**src/rtl/store_buffer.sv**
```systemverilog
// Posted-store FIFO between the memory stage and data memory, with load overlap detection.
// Define STORE_FWD_EN to build the load-forwarding mux; otherwise any overlapping load stalls.
module store_buffer #(
  parameter  int DEPTH = 4,
  localparam int CW    = $clog2(DEPTH) + 1
) (
  input  logic          SYS_clk,
  input  logic          SYS_reset_n,
  input  logic          ST_valid,
  output logic          ST_ready,
  input  logic [1:0]    ST_length,
  input  logic [31:0]   ST_address,
  input  logic [31:0]   ST_data,
  input  logic          LD_valid,
  input  logic [1:0]    LD_length,
  input  logic          LD_signed,
  input  logic [31:0]   LD_address,
  output logic [31:0]   LD_data,
  output logic          LD_stall,
  input  logic          DRAIN_en,
  output logic          SB_empty,
  output logic [CW-1:0] SB_count,
  output logic [1:0]    MEM_write_length,
  output logic [31:0]   MEM_write_address,
  output logic [31:0]   MEM_write_data,
  output logic [1:0]    MEM_read_length,
  output logic          MEM_read_signed,
  output logic [31:0]   MEM_read_address,
  input  logic [31:0]   MEM_read_data
);

  localparam int PW = $clog2(DEPTH);

  logic [1:0]       len_q  [DEPTH];
  logic [31:0]      addr_q [DEPTH];
  logic [31:0]      data_q [DEPTH];
  logic [DEPTH-1:0] valid_q;
  logic [PW-1:0]    head_q, tail_q;
  logic [CW-1:0]    count_q;
  logic [CW-1:0]    count_d;

  logic push, pop;

  assign ST_ready = (count_q != CW'(DEPTH));
  assign SB_empty = (count_q == '0);
  assign SB_count = count_q;

  // A length-00 store is a no-op and never occupies an entry.
  assign push = ST_valid && ST_ready && (ST_length != 2'b00);
  assign pop  = DRAIN_en && !SB_empty;

  always_comb begin
    count_d = count_q;
    case ({push, pop})
      2'b10:   count_d = count_q + CW'(1);
      2'b01:   count_d = count_q - CW'(1);
      default: count_d = count_q;
    endcase
  end

  always_ff @(posedge SYS_clk or negedge SYS_reset_n) begin
    if (!SYS_reset_n) begin
      head_q  <= '0;
      tail_q  <= '0;
      count_q <= '0;
      valid_q <= '0;
      for (int i = 0; i < DEPTH; i++) begin
        len_q[i]  <= 2'b00;
        addr_q[i] <= '0;
        data_q[i] <= '0;
      end
    end else begin
      count_q <= count_d;
      if (push) begin
        len_q[tail_q]   <= ST_length;
        addr_q[tail_q]  <= ST_address;
        data_q[tail_q]  <= ST_data;
        valid_q[tail_q] <= 1'b1;
        tail_q          <= tail_q + PW'(1);
      end
      if (pop) begin
        valid_q[head_q] <= 1'b0;
        head_q          <= head_q + PW'(1);
      end
    end
  end

  always_comb begin
    MEM_write_length  = 2'b00;
    MEM_write_address = '0;
    MEM_write_data    = '0;
    if (pop) begin
      MEM_write_length  = len_q[head_q];
      MEM_write_address = addr_q[head_q];
      MEM_write_data    = data_q[head_q];
    end
  end

  assign MEM_read_length  = LD_length;
  assign MEM_read_signed  = LD_signed;
  assign MEM_read_address = LD_address;

  function automatic logic [32:0] range_end(input logic [31:0] a, input logic [1:0] len);
    logic [2:0] n;
    case (len)
      2'b01:   n = 3'd1;
      2'b10:   n = 3'd2;
      2'b11:   n = 3'd4;
      default: n = 3'd0;
    endcase
    return {1'b0, a} + 33'(n);
  endfunction

  // Scan oldest to youngest so the last hit recorded is the youngest overlap.
  logic          hit;
  logic [PW-1:0] scan_idx;
  logic [32:0]   ld_end;
`ifdef STORE_FWD_EN
  logic [PW-1:0] hit_idx;
`endif

  always_comb begin
    hit      = 1'b0;
    scan_idx = '0;
    ld_end   = range_end(LD_address, LD_length);
`ifdef STORE_FWD_EN
    hit_idx  = '0;
`endif
    for (int k = 0; k < DEPTH; k++) begin
      scan_idx = head_q + PW'(k);
      if (valid_q[scan_idx] && (LD_length != 2'b00) &&
          ({1'b0, addr_q[scan_idx]} < ld_end) &&
          ({1'b0, LD_address} < range_end(addr_q[scan_idx], len_q[scan_idx]))) begin
        hit = 1'b1;
`ifdef STORE_FWD_EN
        hit_idx = scan_idx;
`endif
      end
    end
  end

`ifdef STORE_FWD_EN
  logic        fwd_ok;
  logic [31:0] fwd_raw;
  logic [31:0] fwd_data;

  always_comb begin
    fwd_raw  = data_q[hit_idx];
    fwd_ok   = (addr_q[hit_idx] == LD_address) && (len_q[hit_idx] >= LD_length);
    fwd_data = fwd_raw;
    case (LD_length)
      2'b01:   fwd_data = {{24{LD_signed & fwd_raw[7]}}, fwd_raw[7:0]};
      2'b10:   fwd_data = {{16{LD_signed & fwd_raw[15]}}, fwd_raw[15:0]};
      default: fwd_data = fwd_raw;
    endcase
  end

  always_comb begin
    LD_data  = MEM_read_data;
    LD_stall = 1'b0;
    if (LD_valid && hit) begin
      if (fwd_ok) begin
        LD_data = fwd_data;
      end else begin
        LD_data  = '0;
        LD_stall = 1'b1;
      end
    end
  end
`else
  always_comb begin
    LD_data  = MEM_read_data;
    LD_stall = 1'b0;
    if (LD_valid && hit) begin
      LD_data  = '0;
      LD_stall = 1'b1;
    end
  end
`endif

endmodule

```
**config.mk**
```make
export PLATFORM = sky130hd
export DESIGN_NAME = store_buffer
export DESIGN_NICKNAME = d
export VERILOG_FILES = /design/src/rtl/store_buffer.sv
export SDC_FILE = /design/constraint.sdc
export NUM_CORES = 1
export LEC_CHECK = 0
export CORE_MARGIN = 2
export CORE_UTILIZATION = 60
export DETAILED_ROUTE_END_ITERATION = 16
export DONT_BUFFER_PORTS = 1
export PLACE_DENSITY = 0.79
export SLEW_MARGIN = 20
export SYNTH_ARGS = -nofsm -noshare
export SYNTH_HDL_FRONTEND = slang
export SYNTH_SLANG_ARGS = --single-unit
```
**constraint.sdc**
```tcl
create_clock -name SYS_clk -period 9.5 [get_ports SYS_clk]
set_input_delay 0.95 -clock SYS_clk [delete_from_list [all_inputs] [get_ports SYS_clk]]
set_output_delay 0.95 -clock SYS_clk [all_outputs]
set_load 0.1 [all_outputs]
```
* After elaboration in Yosys (flattened, before gate mapping)
Index checks and enable logic that the tools add are counted.
** Cells by class
- Add/sub/neg operators :: 11
- Divide/modulo/power cells :: 0
- Bitwise logic cells :: 8
- Multiply operators :: 0
- Mux-type cells :: 63
- Reductions and logical operators :: 24
- $lt $le $gt $ge :: 21
- Shift operators :: 0
- Equal/unequal tests :: 18
** Operators by type and width (number)
- 32-bit two-way mux :: 14
- 32-bit binary-select mux with 2-bit select :: 5
- 32-bit by 33-bit < comparator with 1-bit output :: 8
- 128-bit bitwise mux :: 2
- 32-bit by 3-bit adder with 33-bit output :: 5
- 32-bit demux with 2-bit select :: 1
- 3-bit one-hot mux with 3 select lines :: 5
- 2-bit equality test (second input constant) :: 11
- 2-bit two-way mux :: 10
- 1-bit logical AND :: 19
- 2-bit binary-select mux with 2-bit select :: 4
- 3-bit >= comparator (second input constant) :: 5
- 2-bit by 3-bit < comparator with 1-bit output (second input constant) :: 5
- 2-bit inverter with 3-bit output :: 5
- 2-bit by 1-bit equality test with 1-bit output (second input constant) :: 6
- 1-bit two-way mux :: 11
- 1-bit binary-select mux with 2-bit select :: 4
- 8-bit bitwise mux :: 1
- 4-bit two-way mux :: 2
- 3-bit one-hot mux with 2 select lines :: 1
- 2-bit nonzero test :: 3
- 2-bit by 1-bit adder with 2-bit output (second input constant) :: 2
- 2-bit adder (second input constant) :: 2
- 4-bit AND :: 1
- 11 further kinds :: 13
** Storage, ports and cells
- Word-level logic and storage cells :: 161
- Latch bits :: 0
- Memories :: 0
- Bits in read-only memories :: 0
- Flip-flop bits (word level) :: 275
- Input bits :: 138
- Bits in writable memories :: 0
- Output and inout port bits :: 139

* Longest topological paths before layout
Gate-level depths: netlist (run 1).
- Depth after elaboration :: 15
- Depth in mapped cells :: 41
- Gate-level depth less buffers :: 25

* Least setup slack after synthesis (run 1)
OpenSTA, ideal clock, no wires.
- Path kind :: register to output
- From :: register head_q[0]
- To :: output port LD_data[22]
- Arrival time :: 9000 ps
- Stages on the path, launching flop included :: 40
- Path slack :: -450 ps
- Path buffers :: 18
- Required time :: 8550 ps
- Cells stage by stage :: dfrtp_1 > buf_6 > buf_8 > buf_12 > buf_12 > buf_12 > buf_6 > buf_6 > buf_2 > buf_1 > inv_1 > ha_1 > buf_4 > buf_4 > buf_6 > buf_4 > buf_4 > buf_2 > [... 4 more ...] > inv_1 > fa_1 > inv_1 > a21o_1 > nor2b_1 > nand2b_1 > or4_1 > clkbuf_1 > xnor2_1 > ha_1 > nand4_1 > nor4_1 > o31ai_1 > a221oi_1 > a21oi_2 > o41ai_4 > buf_6 > and2_1
** Between the ends
- Elaborated cells between the ends (all ways) :: 85
- Those cells by class :: add/sub (7); order compare (8); eq/ne (12); mux (41); bitwise (4); reduce/logical (13)
** RTL lines
- start, declared :: line 38 : logic [PW-1:0] head_q, tail_q;
- start signal, assigned :: line 83 : head_q <= head_q + PW'(1);
- 2-bit adder * :: line 130 : scan_idx = head_q + PW'(k);
- net scan_idx[0] :: line 116 : logic [PW-1:0] scan_idx;
- 2-bit inverter with 3-bit output (implied by the code) :: line 132, 133
- 2-bit binary-select mux with 2-bit select :: line 133 : ({1'b0, LD_address} < range_end(addr_q[scan_idx], len_q[scan_idx]))) begin
- 2-bit two-way mux (implied by the code) (2 in a row) :: line 133
- 2-bit equality test / 2-bit by 1-bit equality test with 1-bit output (equally long branches) :: line 105 : case (len)
- 3-bit one-hot mux with 3 select lines :: line 105
- 32-bit by 3-bit adder with 33-bit output :: line 111 : return {1'b0, a} + 33'(n);
- 32-bit by 33-bit < comparator with 1-bit output :: line 133
- 1-bit logical AND * :: line 132 : ({1'b0, addr_q[scan_idx]} < ld_end) &&
- 1-bit two-way mux * :: line 131 : if (valid_q[scan_idx] && (LD_length != 2'b00) &&
- 1-bit logical AND * :: line 174 : if (LD_valid && hit) begin
- 32-bit two-way mux * :: line 174
- end, declared :: line 18 : output logic [31:0] LD_data,
The timed path passes the listed nets; every way through them passes the cells marked *. The select of a mux whose other input is x is not followed.

* Final worst setup path (run 1)
- From :: register head_q[0]
- To :: output port LD_data[17]
Same word-level chain as after synthesis.

==> results.sh, run 1 <==
export IMPL_instances_no_fill=2614
export IMPL_vias=17900
export IMPL_critical_path_class="flop to output port"
export IMPL_hold_buffers=0
export IMPL_place_hpwl_mm=50.7
export IMPL_ys_top_cells_by_area="dfrtp_1 28%, ha_1 14%, mux4_2 14%, mux2_2 13%, xor2_1 2.9%"
export IMPL_cts_made_buffers=26
export IMPL_clkLatencyLatePin_ns=0.54
export IMPL_die_h_um=205
export IMPL_critPathCaptureType="output port"
export IMPL_synth_area_per_cell_sq_um=11.3
export IMPL_antenna_found_initial=2
export IMPL_nets=2482
export IMPL_syn2layout_area_growth_pct=4.18
export IMPL_cp_common_cell="inv_1"
export IMPL_syn_inst=2141
export IMPL_final_common_cell="mux2_2"
export IMPL_final_cell_mix="274 x mux2_2, 273 x dfrtp_1, 270 x ha_1"
export IMPL_relSlewSlack=0.215
export IMPL_hp_class="input pin to async pin"
export IMPL_yosys_area_share_simple=0.118
export IMPL_synth_net_count=2555
export IMPL_max_freq_mhz=114
export IMPL_status="finished, final reports clean"
export IMPL_cts_sinks=275
export IMPL_cp_start_kind="flop"
export IMPL_synth_cell_types=71
export IMPL_cts_resized_gates=0
export IMPL_crit_path_max_incr_delay_ns=0.73
export IMPL_drtAntennaViolNets=0
export IMPL_cts_setup_buffers=0
export IMPL_synth_top_family_by_area="multiplexers"
export IMPL_place_inst=2564
export IMPL_synth_compound_area_share=0.0726
export IMPL_worst_ep_required_time_ns=8.55
export IMPL_synth_adder_area_share=0.144
export IMPL_ys_ff_latch=275
export IMPL_wl_per_cell_um=25.5
export IMPL_grtUsageTotal=0.317
export IMPL_n_fill_cell=3005
export IMPL_rows=73
export IMPL_synthArstFlopShare=1.00
export IMPL_cp_slowest_cell="dfrtp_4"
export IMPL_netlist_area_sq_mm=0.0242
export IMPL_dieArea_sq_mm=0.0419
export IMPL_synth_mux_area_frac=0.284
export IMPL_fin_area_sq_mm=0.0252
export IMPL_initial_core_util=0.609
export IMPL_crit_arrival_ns=7.81
export IMPL_io_pins=277
export IMPL_initialDrtViolationCount=1482
export IMPL_hold_slack_ns=0.110
export IMPL_yosys_most_used_dff="dfrtp_1"
export IMPL_synth_edf_count=0
export IMPL_ys_seq_area_frac=0.284
export IMPL_synth_top_area_frac=0.284
export IMPL_clkTransAtPathRegs_ns=0.06
export IMPL_tritoncts="done"
export IMPL_grt_pass1_vias=18100
export IMPL_grt_max_degree=276
export IMPL_coreArea_sq_mm=0.0397
export IMPL_synth_xor_area_frac=0.0565
export IMPL_drc=0
export IMPL_setup_viol=0
export IMPL_drv_slew=0
export IMPL_place_gp_congestion=1.01
export IMPL_first_pass_iters=6
export IMPL_hold_viol=0
export IMPL_path_max_fanout=29
export IMPL_clock_skew_ns=0.0119
export IMPL_rsz0062_at_grt="false"
export IMPL_drt_total_wl_mm=66.8
export IMPL_ys_warn_count=0
export IMPL_drive_above_1_share=0.260
export IMPL_htree_levels=1
export IMPL_io_buffer_count=0
export IMPL_overflow=0
export IMPL_cts_buffer_depth=3
export IMPL_worstPathCellList="inv_1 -> ha_4 -> mux4_2 -> nor2b_1 -> ha_1 -> inv_1 -> fa_1 -> inv_1 -> a21o_1 -> nor2b_1 -> nand2b_1 -> or4_1 -> xnor2_1 -> ha_1 -> nand4_1 -> nor4_1 -> o31ai_1 -> a221oi_1 -> a21oi_2 -> o41ai_4 -> buf_4 -> and2_2"
export IMPL_cap_violations=0
export IMPL_timing_final_crit_share=0.922
export IMPL_finalSetupTns_ns=0
export IMPL_die_w_um=205
export IMPL_yosysTopAreaCell="dfrtp_1"
export IMPL_grt_pass1_wl_mm=102
export IMPL_vias_per_cell=6.85
export IMPL_clock_tree_root_cell="clkbuf_16"
export IMPL_worstMarginPinSlew_ns=1.19
export IMPL_final_min_clock_period_ns=8.76
export IMPL_place_area_sq_mm=0.0243
## sequential cells by signal, summed over array words and instances (netlist names)
register and flops:
SB_count 3, tail_q 2, len_q 8, data_q 128
addr_q 128, valid_q 4, head_q 2
## per-stage QoR
| step | utilization | setup slack [ns] |
|---|---|---|
| 2_1_floorplan | - | 0.0882 |
| 3_3_place_gp | 0.612 | 1.64 |
| 3_5_place_dp | 0.612 | 1.26 |
| 4_1_cts | 0.634 | 0.654 |
| 5_1_grt | 0.634 | 0.295 |
| 6_report | 0.634 | 0.739 |
## area by class of cell
type / count / area, sq um / area share
multi-input cells: 1693 / 16400 / 0.652
flip-flops and latches: 275 / 6890 / 0.273
clock buffers: 39 / 791 / 0.0314
well taps: 525 / 657 / 0.0261
inverters: 57 / 214 / 0.00849
repair buffers: 15 / 143 / 0.00566
clock inverters: 9 / 83.8 / 0.00333
diodes: 1 / 2.50 / 0.0000993
## kinds of logic (layout without fill, tap and decap cells)
family                   after synthesis  in the layout
AND/OR/NAND/NOR                      543            543
multiplexers                         448            448
buffers and inverters                173            120
XOR/XNOR                             156            156
AO/OA/AOI/OAI                        270            270
flip-flops                           275            275
adder cells (fa/ha/maj)              276            276
other                                  0              1
## critical path: cells and delay by family (launching register included)
kind,cells,cell delay (ns)
simple gates,7,2.15
compound gates,5,1.51
fa+ha+maj,4,1.40
flops,1,0.73
buf+inv,4,0.67
mux,1,0.59
xor+xnor,1,0.19
## routing by layer
| layer | part of all wire | vias to the layer above | wire [um] | global-route usage |
|---|---|---|---|---|
| met4 | 0.032 | 0 | 2120 | 0.101 |
| li1 | - | 7888 | - | - |
| met5 | 0 | - | 0 | 0 |
| met1 | 0.41 | 9079 | 27100 | 0.430 |
| met2 | 0.46 | 808 | 30900 | 0.501 |
| met3 | 0.10 | 127 | 6650 | 0.0805 |
## final timing paths
kind / slack, ns / startpoint / depth (start not counted) / to
setup / recovery: 0.74 / head_q[0]$_DFFE_PN0P_ / 22 / LD_data[17]
hold / removal: 0.11 / SYS_reset_n / 0 / data_q[6]$_DFFE_PN0P_
setup reg to reg: 5.69 / SB_count[1]$_DFFE_PN0P_ / 11 / SB_count[2]$_DFFE_PN0P_
hold reg to reg: 0.50 / data_q[112]$_DFFE_PN0P_ / 1 / data_q[112]$_DFFE_PN0P_
max in group asynchronous: 8.70 / SYS_reset_n / 0 / head_q[1]$_DFFE_PN0P_
min in group SYS_clk: 0.50 / data_q[112]$_DFFE_PN0P_ / 1 / data_q[112]$_DFFE_PN0P_
## synth_stat cells (49+ instances only)
cell type	n
ha_1	271
nand3_1	49
nor2_1	93
nand2_1	123
xnor2_1	76
o21ai_0	51
dfrtp_1	275
mux2_2	274
xor2_1	80
mux4_2	147
inv_1	55
a21oi_1	84
and2_1	111
Power of run 1 is not shown: default switching activity piles up to over one toggle a cycle in this logic, so the estimate is an artifact.
==> run 2: changes to the inputs <==
--- a/config.mk
+++ b/config.mk
@@ -5,6 +5,7 @@
 export SDC_FILE = /design/constraint.sdc
 export NUM_CORES = 1
 export LEC_CHECK = 0
+export ABC_AREA = 1
 export CORE_MARGIN = 2
 export CORE_UTILIZATION = 60
 export DETAILED_ROUTE_END_ITERATION = 16
==> run 2 against run 1 <==
Count of clock-buffer cells in the layout is 1 lower. Global-route usage grew 1.1 points. Cell area rose by 9.1%. Worst setup slack improved by 0.49 ns. Sequential cell count is the same. Fmax up 5.9%. Die area up 6.0%. Clock skew increased by 0.0092 ns. Synthesized cell count grew 75%. Wire length rose by 11%. Utilization increased by 1.8 points. Critical path type unchanged.
==> results.sh, run 2 <==
export IMPL_drc=0
export IMPL_cts_setup_buffers=0
export IMPL_critical_path_class="flop to output port"
export IMPL_clkLatencyLatePin_ns=0.53
export IMPL_overflow=0
export IMPL_worstMarginPinSlew_ns=1.25
export IMPL_coreArea_sq_mm=0.0421
export IMPL_die_h_um=211
export IMPL_drt_total_wl_mm=73.8
export IMPL_final_cell_mix="905 x nand2_1, 562 x inv_1, 370 x o21ai_0"
export IMPL_vias=23900
export IMPL_netlist_top_cells_count="905 x nand2_1, 565 x inv_1, 370 x o21ai_0"
export IMPL_io_buffer_count=0
export IMPL_synth_edf_count=0
export IMPL_path_max_fanout=84
export IMPL_first_pass_iters=6
export IMPL_io_pins=277
export IMPL_place_area_sq_mm=0.0267
export IMPL_die_w_um=211
export IMPL_ys_ff_latch=275
export IMPL_crit_start="head_q[0]$_DFFE_PN0P_"
export IMPL_cpLargestDelayFamily="simple AND/OR/NAND/NOR gates"
export IMPL_grt_pass1_wl_mm=115
export IMPL_cp_start_kind="flop"
export IMPL_cp_common_cell="nand2_1"
export IMPL_initialDrtViolationCount=2102
export IMPL_place_hpwl_mm=56.2
export IMPL_hp_class="input pin to async pin"
export IMPL_clock_tree_root_cell="clkbuf_16"
export IMPL_tritoncts="done"
export IMPL_syn2layout_area_growth_pct=7.09
export IMPL_drv_slew=0
export IMPL_timing_final_crit_share=0.870
export IMPL_rows=75
export IMPL_setup_viol=0
export IMPL_crit_arrival_ns=7.32
export IMPL_grt_max_degree=276
export IMPL_diodes=0
export IMPL_ys_warn_count=0
export IMPL_rsz0062_at_grt="false"
export IMPL_cts_sinks=275
export IMPL_path_buf_inv=7
export IMPL_synthArstFlopShare=1.00
export IMPL_synth_cell_types=55
export IMPL_cts_made_buffers=25
export IMPL_top_regs="addr_q: 128 flops, data_q: 128 flops, len_q: 8 flops"
export IMPL_setup_slack_ns=1.23
export IMPL_final_common_cell="nand2_1"
export IMPL_synth_net_count=4155
export IMPL_drtAntennaViolNets=0
export IMPL_syn_inst=3741
export IMPL_cap_violations=0
export IMPL_initial_core_util=0.609
export IMPL_ys_top_cells_by_area="dfrtp_1 27%, nand2_1 13%, ha_1 13%, inv_1 8.3%, o21ai_0 7.2%"
export IMPL_fin_area_sq_mm=0.0275
export IMPL_clkTransAtPathRegs_ns=0.07
export IMPL_nets=4057
export IMPL_max_freq_mhz=121
export IMPL_worst_ep_required_time_ns=8.55
export IMPL_cts_buffer_depth=3
export IMPL_clock_skew_ns=0.0211
export IMPL_ys_seq_area_frac=0.268
export IMPL_critPathCaptureType="output port"
export IMPL_yosysTopAreaCell="dfrtp_1"
export IMPL_dieArea_sq_mm=0.0445
export IMPL_n_fill_cell=3733
export IMPL_hold_buffers=0
export IMPL_wl_per_cell_um=17.6
export IMPL_relSlewSlack=0.161
export IMPL_finalSetupTns_ns=0
export IMPL_post_synth_top_count_cell="nand2_1"
export IMPL_yosys_most_used_dff="dfrtp_1"
export IMPL_final_min_clock_period_ns=8.27
export IMPL_cts_resized_gates=0
export IMPL_grtUsageTotal=0.328
export IMPL_synth_top_area_frac=0.268
export IMPL_reg2reg_from="SB_count[0]$_DFFE_PN0P_"
export IMPL_drive_above_1_share=0.0992
export IMPL_hold_viol=0
export IMPL_crit_path_max_incr_delay_ns=1.00
export IMPL_antenna_found_initial=0
export IMPL_pre_cts_ws_ns=1.93
export IMPL_vias_per_cell=5.68
export IMPL_cp_slowest_cell="o21ai_0"
export IMPL_netlist_area_sq_mm=0.0257
export IMPL_htree_levels=1
export IMPL_synth_area_per_cell_sq_um=6.86
export IMPL_status="finished, final reports clean"
export IMPL_grt_pass1_vias=22000
export IMPL_place_gp_congestion=1.04
run 2: changes by cell type after synthesis, moves of 56 or more:
| cell | change |
|---|---|
| inv_1 | +510 |
| mux2_2 | -236 |
| a21oi_1 | +133 |
| xnor2_1 | -56 |
| and2_1 | -111 |
| o21ai_0 | +319 |
| mux4_2 | -147 |
| nor2_1 | +181 |
| o21ai_1 | +139 |
| nand2_1 | +782 |
run 2: cells by family (layout without fill, tap and decap cells):
group / after synthesis / count (layout) / share of synthesized area
XOR/XNOR: 132 / 132 / 0.0450
AND/OR/NAND/NOR: 1441 / 1441 / 0.239
AO/OA/AOI/OAI: 811 / 811 / 0.168
multiplexers: 39 / 39 / 0.0171
adder cells (fa/ha/maj): 276 / 276 / 0.136
buffers and inverters: 767 / 687 / 0.127
flip-flops: 275 / 275 / 0.268
run 2: cell type report:
class                           count  area (sq um)  area share
Tap cell                          539           674      0.0245
Sequential cell                   275          6890       0.250
Timing Repair Buffer               55           856      0.0311
Clock buffer                       38           724      0.0263
Clock inverter                      7          65.1     0.00237
Multi-Input combinational cell   2699         16100       0.585
Inverter                          587          2210      0.0803
run 2: through the flow:
step | utilization | hold WS [ns] | cells
floorplan | - | 0.444 | 3741
global placement | 0.628 | 0.455 | 4154
detailed placement | 0.633 | 0.460 | 4155
CTS | 0.651 | 0.106 | 4200
global route | 0.653 | 0.108 | 4200
finish | 0.653 | 0.132 | 4200
run 2: routing by layer:
layer / global-route usage / wire length, um
met5: 0 / 0
met4: 0.146 / 3410
met3: 0.0504 / 6190
met2: 0.527 / 33000
met1: 0.439 / 31200
run 2: path summary, 6_finish.rpt:
| check | endpoint | slack [ns] | cells after the start |
|---|---|---|---|
| max in group asynchronous | data_q[58]$_DFFE_PN0P_ | 8.78 | 0 |
| hold / removal | data_q[72]$_DFFE_PN0P_ | 0.13 | 0 |
| setup reg to reg | data_q[2]$_DFFE_PN0P_ | 5.31 | 7 |
| setup / recovery | LD_stall | 1.23 | 34 |
| hold reg to reg | data_q[117]$_DFFE_PN0P_ | 0.47 | 2 |
| min in group SYS_clk | data_q[117]$_DFFE_PN0P_ | 0.47 | 2 |
run 2: worst reg2reg max path, delay by kind of cell (launching register included):
kind / cells / cell delay, ns
AND/OR/NAND/NOR: 3 / 1.36
multiplexers: 1 / 0.45
flip-flops: 1 / 0.99
buffers and inverters: 3 / 1.26
Power of run 2 is left out for the same reason.
